### config.mk
export PLATFORM = sky130hd
export DESIGN_NAME = inversion_arbiter
export DESIGN_NICKNAME = d
export VERILOG_FILES = /design/src/rtl/inversion_arbiter.sv
export SDC_FILE = /design/constraint.sdc
export NUM_CORES = 1
export LEC_CHECK = 0
export CAP_MARGIN = 20
export CORE_ASPECT_RATIO = 0.9
export CORE_UTILIZATION = 27
export DETAILED_ROUTE_END_ITERATION = 8
export PLACE_DENSITY_LB_ADDON = 0.08
export SYNTH_ARGS = -nofsm -noshare
export SYNTH_HDL_FRONTEND = slang
export SYNTH_SLANG_ARGS = --single-unit
### constraint.sdc
create_clock -name clk -period 2.25 [get_ports clk]
set_input_delay 0.45 -clock clk [delete_from_list [all_inputs] [get_ports clk]]
set_output_delay 0.45 -clock clk [all_outputs]
set_load 0.02 [all_outputs]
### src/rtl/inversion_arbiter.sv
// Round-robin arbiter sharing one modular inversion unit among NUM_REQ requesters.
// Optional INV_ZERO_CHECK_EN: zero operands bypass the unit and complete with err=1.
`ifndef DATAWIDTH
`define DATAWIDTH 16
`endif

module inversion_arbiter #(
  parameter int NUM_REQ   = 4,
  parameter int DATAWIDTH = `DATAWIDTH
) (
  input  logic                           clk,
  input  logic                           rst_n,
  input  logic [NUM_REQ-1:0]             req,
  input  logic [NUM_REQ*DATAWIDTH-1:0]   operand,
  output logic [NUM_REQ-1:0]             ack,
  output logic [NUM_REQ-1:0]             done,
  output logic [DATAWIDTH-1:0]           result,
  output logic                           busy,
`ifdef INV_ZERO_CHECK_EN
  output logic                           err,
`endif
  output logic                           inv_enable,
  output logic [DATAWIDTH-1:0]           inv_x,
  input  logic [DATAWIDTH-1:0]           inv_inverse,
  input  logic                           inv_ready,
  output logic [1:0]                     dbg_state
);

  // Handshake: req[i] is a level held (with operand[i] stable) until the
  // one-cycle ack[i]; the operation then always completes with one done[i].

  localparam int IW = $clog2(NUM_REQ);
  localparam logic [IW:0]   NREQ_W = (IW+1)'(NUM_REQ);
  localparam logic [IW-1:0] LAST   = IW'(NUM_REQ-1);

  typedef enum logic [1:0] {S_IDLE, S_ISSUE, S_WAIT, S_DONE} state_t;

  state_t                 state_q, state_d;
  logic [IW-1:0]          ptr_q, ptr_d;
  logic [IW-1:0]          gid_q, gid_d;
  logic                   cnt_q, cnt_d;
  logic                   rdy_q, rdy_d;
  logic [NUM_REQ-1:0]     ack_q, ack_d;
  logic [NUM_REQ-1:0]     done_q, done_d;
  logic [DATAWIDTH-1:0]   result_q, result_d;
  logic                   busy_q, busy_d;
  logic                   inv_enable_q, inv_enable_d;
  logic [DATAWIDTH-1:0]   inv_x_q, inv_x_d;
`ifdef INV_ZERO_CHECK_EN
  logic                   err_q, err_d;
`endif

  logic [DATAWIDTH-1:0]   op_arr [NUM_REQ];
  logic                   win_found;
  logic [IW-1:0]          win_idx;
  logic [DATAWIDTH-1:0]   win_op;
  logic                   zero_op;
  logic [IW:0]            cand;
  logic [IW-1:0]          cand_idx;

  for (genvar g = 0; g < NUM_REQ; g++) begin : g_unpack
    assign op_arr[g] = operand[g*DATAWIDTH +: DATAWIDTH];
  end

  // First requester at or after ptr, wrapping modulo NUM_REQ.
  always_comb begin
    win_found = 1'b0;
    win_idx   = ptr_q;
    cand      = '0;
    cand_idx  = '0;
    for (int i = 0; i < NUM_REQ; i++) begin
      cand = {1'b0, ptr_q} + (IW+1)'(i);
      if (cand >= NREQ_W) cand = cand - NREQ_W;
      cand_idx = cand[IW-1:0];
      if (!win_found && req[cand_idx]) begin
        win_found = 1'b1;
        win_idx   = cand_idx;
      end
    end
    win_op = op_arr[win_idx];
`ifdef INV_ZERO_CHECK_EN
    zero_op = (win_op == '0);
`else
    zero_op = 1'b0;
`endif
  end

  always_comb begin
    state_d      = state_q;
    ptr_d        = ptr_q;
    gid_d        = gid_q;
    cnt_d        = cnt_q;
    rdy_d        = inv_ready;
    ack_d        = '0;
    done_d       = '0;
    result_d     = result_q;
    inv_enable_d = 1'b0;
    inv_x_d      = inv_x_q;
`ifdef INV_ZERO_CHECK_EN
    err_d        = 1'b0;
`endif
    case (state_q)
      S_IDLE: begin
        if (win_found) begin
          gid_d   = win_idx;
          inv_x_d = win_op;
          ack_d   = NUM_REQ'(1) << win_idx;
          cnt_d   = 1'b0;
          if (zero_op) begin
            // The unit never terminates on x=0, so complete here instead.
            state_d  = S_DONE;
            result_d = '0;
            done_d   = NUM_REQ'(1) << win_idx;
`ifdef INV_ZERO_CHECK_EN
            err_d    = 1'b1;
`endif
          end else begin
            state_d      = S_ISSUE;
            inv_enable_d = 1'b1;
          end
        end
      end
      S_ISSUE: begin
        if (!cnt_q) begin
          cnt_d        = 1'b1;
          inv_enable_d = 1'b1;
        end else begin
          state_d = S_WAIT;
        end
      end
      S_WAIT: begin
        // Only a fresh rising edge counts; a stale high level is ignored.
        if (inv_ready && !rdy_q) begin
          result_d = inv_inverse;
          done_d   = NUM_REQ'(1) << gid_q;
          state_d  = S_DONE;
        end
      end
      S_DONE: begin
        ptr_d   = (gid_q == LAST) ? '0 : gid_q + 1'b1;
        state_d = S_IDLE;
      end
      default: state_d = S_IDLE;
    endcase
    busy_d = (state_d != S_IDLE);
  end

  always_ff @(posedge clk or negedge rst_n) begin
    if (!rst_n) begin
      state_q      <= S_IDLE;
      ptr_q        <= '0;
      gid_q        <= '0;
      cnt_q        <= 1'b0;
      rdy_q        <= 1'b1;
      ack_q        <= '0;
      done_q       <= '0;
      result_q     <= '0;
      busy_q       <= 1'b0;
      inv_enable_q <= 1'b0;
      inv_x_q      <= '0;
`ifdef INV_ZERO_CHECK_EN
      err_q        <= 1'b0;
`endif
    end else begin
      state_q      <= state_d;
      ptr_q        <= ptr_d;
      gid_q        <= gid_d;
      cnt_q        <= cnt_d;
      rdy_q        <= rdy_d;
      ack_q        <= ack_d;
      done_q       <= done_d;
      result_q     <= result_d;
      busy_q       <= busy_d;
      inv_enable_q <= inv_enable_d;
      inv_x_q      <= inv_x_d;
`ifdef INV_ZERO_CHECK_EN
      err_q        <= err_d;
`endif
    end
  end

  assign ack        = ack_q;
  assign done       = done_q;
  assign result     = result_q;
  assign busy       = busy_q;
  assign inv_enable = inv_enable_q;
  assign inv_x      = inv_x_q;
  assign dbg_state  = state_q;
`ifdef INV_ZERO_CHECK_EN
  assign err        = err_q;
`endif

endmodule

; Word level (Yosys, flattened, before mapping)
; Index checks and enable logic that the tools add are counted.
[classes]
addsub = 8
multipliers = 0
n_div = 0
order_cmp = 9
n_eq_ne = 5
n_shift = 2
mux = 37
n_bitwise = 1
reduce_logical = 14
[ops]
columns = operator, n
row1 = binary-select mux 16 bit (select 2 bit), 1
row2 = two-way mux 16 bit, 2
row3 = two-way mux 2 bit, 12
row4 = two-way mux 4 bit, 4
row5 = "greater-or-equal comparator 3 bit, second input constant", 4
row6 = "less-than comparator 2 x 3 -> 1 bit, second input constant", 4
row7 = two-way mux 1 bit, 11
row8 = binary-select mux 1 bit (select 2 bit), 4
row9 = case mux 2 bit (4 select lines), 1
row10 = "left shift 1 x 2 -> 4 bit, first input constant", 2
row11 = "subtractor 2 x 1 -> 2 bit, second input constant", 4
row12 = "adder 2 x 2 -> 3 bit, second input constant", 2
row13 = "== test 2 bit, second input constant", 3
row14 = AND reduction 2 bit, 3
row15 = logical AND 1 bit, 4
row16 = logical NOT 1 bit, 4
row17 = case mux 1 bit (2 select lines), 2
row18 = nonzero test 2 bit, 2
row19 = "adder 2 x 1 -> 3 bit, second input constant", 1
row20 = "greater-or-equal comparator 2 x 3 -> 1 bit, second input constant", 1
row21 = NOT 2 -> 3 bit, 1
row22 = "adder 2 x 1 -> 2 bit, second input constant", 1
row23 = "== test 2 x 1 -> 1 bit, second input constant", 1
row24 = logical NOT 2 bit, 1
row25 = "!= test 2 bit, second input constant", 1
[totals]
regBits = 50
latch_bits = 0
mem_bits_rw = 0
romBits = 0
input_bits = 87
output_inout_bits = 44
memories = 0

; Longest topological paths before layout
[logic_depth]
ltp_word = 18
ltp_mapped = 7
mapped_depth_nobuf = 5

; Least setup slack after synthesis
; OpenSTA, ideal clock, no wires.
[synth_path]
path_type = input -> register
from = input req[0]
to = register inv_x_q[0] (netlist: inv_x[0])
setup_ns = 0.087
t_arrival_ns = 1.759
slack_ns = 0.404
path_stages = 6
n_path_buf = 2
path_cell_list = or4_4 nor3b_2 and2_4 buf_6 buf_6 a211oi_2
[synth_via]
elab_chain_len = 16
word_cells_on_any_way = 27
cone_classes = mux: 19 / bitwise: 1 / reduce/logical: 7
[synth_rtl]
columns = item, line
row1 = start: declaration, 13  ; input logic [NUM_REQ-1:0] req,
row2 = binary-select mux 1 bit (select 2 bit), 75  ; if (!win_found && req[cand_idx]) begin
row3 = two-way mux 1 bit (implied by the code), 75
row4 = two-way mux 1 bit, 75
row5 = logical NOT 1 bit, 75
row6 = logical AND 1 bit, 75
row7 = two-way mux 1 bit, 75
row8 = logical NOT 1 bit, 75
row9 = logical AND 1 bit, 75
row10 = two-way mux 1 bit, 75
row11 = logical NOT 1 bit, 75
row12 = logical AND 1 bit, 75
row13 = two-way mux 2 bit, 75
row14 = NOT 2 -> 3 bit (implied by the code), 80  ; win_op = op_arr[win_idx];
row15 = binary-select mux 16 bit (select 2 bit), 80
row16 = two-way mux 16 bit (implied by the code) (2 in a row), 80
row17 = end signal: assignment, 175  ; inv_x_q <= inv_x_d;
row18 = end: declaration, 48  ; logic [DATAWIDTH-1:0] inv_x_q, inv_x_d;
; Parallel ways exist; a longest one is shown, timed or not. The select of a mux whose other input is x is not followed.
; A chain may end at the register's enable or synchronous reset.

; Worst setup path in the final report
[layout_path]
from = input req[3]
to = register inv_x_q[7] (netlist: inv_x[7])
; The elaborated chain is that of the path after synthesis.

==> metrics.csv <==
stage,metric,value,unit
floorplanning,die area,0.0102,mm²
route,met3 wire length,344,µm
route,M1 WL,3450,µm
route,DR pass1 iterations,4,
clock_network,clock root buffer,clkbuf_8,
setup_path,critical setup path kind,in2reg,
logic_synthesis,sequential area share after synthesis,47.3,%
power,Lkg Pwr,1.74,nW
job,Max-Cap Viols,0,
setup_path,Most common cell on crit path,a211oi_1,
grt,grt ovf,0,
logic_synthesis,post-synth cell types,42,
sta,RSZ-0062 raised after global routing,false,
clock_network,clock-pin slew on the worst setup and hold paths,90,ps
logic_synthesis,fraction of synthesized area in multiplexers,13.3,%
clock_network,clk buf depth,2,
logic_synthesis,Yosys warning count,0,
floorplanning,I/O pins,131,
setup_path,Worst Setup End Kind,flip-flop,
grt,vias in the first global route,2210,
route,Via density,4.54,
logic_synthesis,main combinational cell family by area after synthesis,compound AO/OA/AOI/OAI gates,
logic_synthesis,synthesized netlist cell count,227,
logic_synthesis,area share of the largest cell type after synthesis,46.3,%
placement,GPL Wtd Cong,0.712,
logic_synthesis,Simple-Gate Fraction of Synth Area,8.65,%
route,Antenna Nets Post-Route,0,
logic_synthesis,most common cell in the netlist,dfrtp_1,
placement,final HPWL from detailed placement,5340,µm
route,top layer in use,met4,
logic_synthesis,cell area after synthesis,0.00265,mm²
floorplanning,initial core utilization,28.4,%
logic_synthesis,Mapped Avg Cell Area,11.7,µm²
power,VDD IR max,0.000447,V
logic_synthesis,ranking of synthesized cells by area,"dfrtp_1, a211oi_2, mux2i_1",
logic_synthesis,Yosys reg bits,50,
sta,Final setup viols,0,
worst_hold_path,Tightest Hold Check Type,in2async,
route,via count,2226,
placement,PortBufs,130,
floorplanning,Core Region,0.00933,mm²
setup_path,CP arrival,2330,ps
setup_path,CP max-delay cell,o21ai_4,
finish,share of cells above drive strength 1,19.8,%
grt,GRT Total Usage,14.3,%
route,drt first-iter violations,60,
finish,n_diodes,0,
sta,minimum clock period,2120,ps
logic_synthesis,Post-synth top flop,dfrtp_1,
sta,final worst-path cycle share,94.2,%
clock_network,CTS buffer count,5,
setup_path,Worst Setup Start Kind,primary input,
clock_network,H-tree level count,2,
finish,final instance count without filler cells,490,
route,WL met2,3450,µm
sta,Final Hold Viols,0,
setup_path,biggest cell delay along the critical path,580,ps
logic_synthesis,number of flops mapped to enable cells by yosys,0,
grt,largest net degree at the start of global routing,36,
logic_synthesis,Post-Syn Nets,318,
floorplanning,die height,95.9,µm
power,P per Cell Area,1170,mW/mm²
setup_path,CP required,2460,ps
logic_synthesis,most frequent cells after synthesis,"dfrtp_1, nor2_1, a211oi_2, inv_1",
setup_path,cell count of the worst reg-to-reg path,6,
setup_path,crit-path cells,"clkdlybuf4s50_1, nor3_1, buf_4, a2111oi_4, o21ai_4, a211oi_1, a211oi_1",
route,Post-route DRC,0,
setup_path,worst flop-to-flop path endpoint,inv_x[7]$_DFFE_PN0P_,
finish,area growth from synthesis to layout,61.1,%
route,post-DR wirelength/cell,14.9,µm
logic_synthesis,asr flop ratio synth,100,%
setup_path,worst reg2reg path startpoint,ptr_q[1]$_DFFE_PN0N_,
finish,Final nets,458,
sta,worst rel slew slack,55.1,%
sta,clk_skew,2.70,ps
grt,first-pass GRT wire length,11200,µm
clock_network,worst skew pair latency,300,ps
route,Post-Route WL,7300,µm
logic_synthesis,Synth area leader,dfrtp_1,
grt,initial antenna violation count,0,
logic_synthesis,xor and xnor area share after synthesis,0,%
clock_network,Post-CTS Setup Bufs,0,
clock_network,cts-stage hold buffer count,0,
setup_path,Crit Path Max Fanout,17,
logic_synthesis,Synth Area in Compound Gates,21.8,%
status,status,"finished, final reports clean",
setup_path,R2R setup slack,330,ps
finish,"Core Util, Final",45.7,%
floorplanning,Die W,106,µm
sta,max-slew violations,0,
floorplanning,count of standard-cell rows,33,
clock_network,CTS-repair resized insts,0,
clock_network,CTS tree,done,
clock_network,clk sinks,50,
logic_synthesis,Synth Area in Adders,1.89,%
placement,dpl cells,482,
sta,worst slew pin tran,672,ps
sta,Max Clk Rate,0.472,GHz
[per-stage QoR]
stage          power (W)  hold slack (ps)  TNS, ps  worst slack (ps)  instance area [µm²]
2_1_floorplan    0.00321              154        0               404                 2650
3_3_place_gp     0.00437              466    -2260              -174                 4150
3_5_place_dp     0.00439              473    -2610              -179                 4150
4_1_cts          0.00507              130        0               121                 4260
5_1_grt          0.00533              142        0              19.6                 4260
6_report         0.00499              121        0               131                 4260
[cells in the final DEF (no fill, tap or decap), drive strengths merged]
cell / count
and2: 5
dfrtp: 49
nor3: 3
buf: 19
clkdlybuf4s50: 129
nand2: 4
mux2i: 16
nor2: 21
o21a: 1
inv: 19
a2111oi: 1
clkinvlp: 1
o21bai: 2
o31ai: 1
a21boi: 1
or4: 1
nor3b: 1
nor2b: 5
nor4b: 1
mux2: 17
o21ai: 5
dfstp: 1
bufinv: 1
nand3: 1
or2: 1
and3: 1
clkbuf: 6
ha: 4
a21oi: 1
a31oi: 16
a211oi: 33
a22o: 1
[routing by layer]
layer | up-vias | track usage (%)
li1 | 1096 | -
met5 | - | 0
met1 | 1059 | 19.3
met4 | 0 | 4.17
met3 | 5 | 2.78
met2 | 66 | 23.2
[registers in the layout (all words and copies together), names as in the netlist, 2 cells and up]
register,cells
ack,4
inv_x,16
dbg_state,2
result,16
done,4
ptr_q,2
gid_q,2
[worst max-delay path by stage]
stage | startpoint | to | slack (ps) | depth (start not counted)
global placement | req[3] | inv_x[7]$_DFFE_PN0P_ | -170 | 7
detailed placement | req[3] | inv_x[7]$_DFFE_PN0P_ | -180 | 7
finish | req[3] | inv_x[7]$_DFFE_PN0P_ | 130 | 7
global route | req[3] | inv_x[5]$_DFFE_PN0P_ | 20 | 7
floorplan | req[0] | inv_x[0]$_DFFE_PN0P_ | 400 | 6
CTS | req[3] | inv_x[7]$_DFFE_PN0P_ | 120 | 7
[area by class of cell]
class                           count  area, µm²
Fill cell                         912       5070
Clock buffer                        6       72.6
Inverter                           19       71.3
Sequential cell                    50       1250
Timing Repair Buffer              148       1460
Tap cell                          122        153
Multi-Input combinational cell    143       1220
Clock inverter                      2       37.5
[report_power, final]
part | internal [W] | total, W | switching (W)
clock network | 0.000332 | 0.000637 | 0.000305
registers | 0.00129 | 0.00155 | 0.000256
logic | 0.00139 | 0.00280 | 0.00141
total | 0.00301 | 0.00499 | 0.00197
[logic make-up (layout without fill, tap and decap cells)]
| logic type | Yosys count | in the layout |
|---|---|---|
| compound gates | 62 | 62 |
| fa+ha+maj | 4 | 4 |
| buf+inv | 34 | 175 |
| flops | 50 | 50 |
| mux | 33 | 33 |
| simple gates | 44 | 44 |
[worst max-delay path: cells and delay by family]
kind            cells  cell delay (ps)
compound gates      4              990
buf+inv             2              660
simple gates        1              230
No activity file was read; power rests on OpenSTA's default activity.
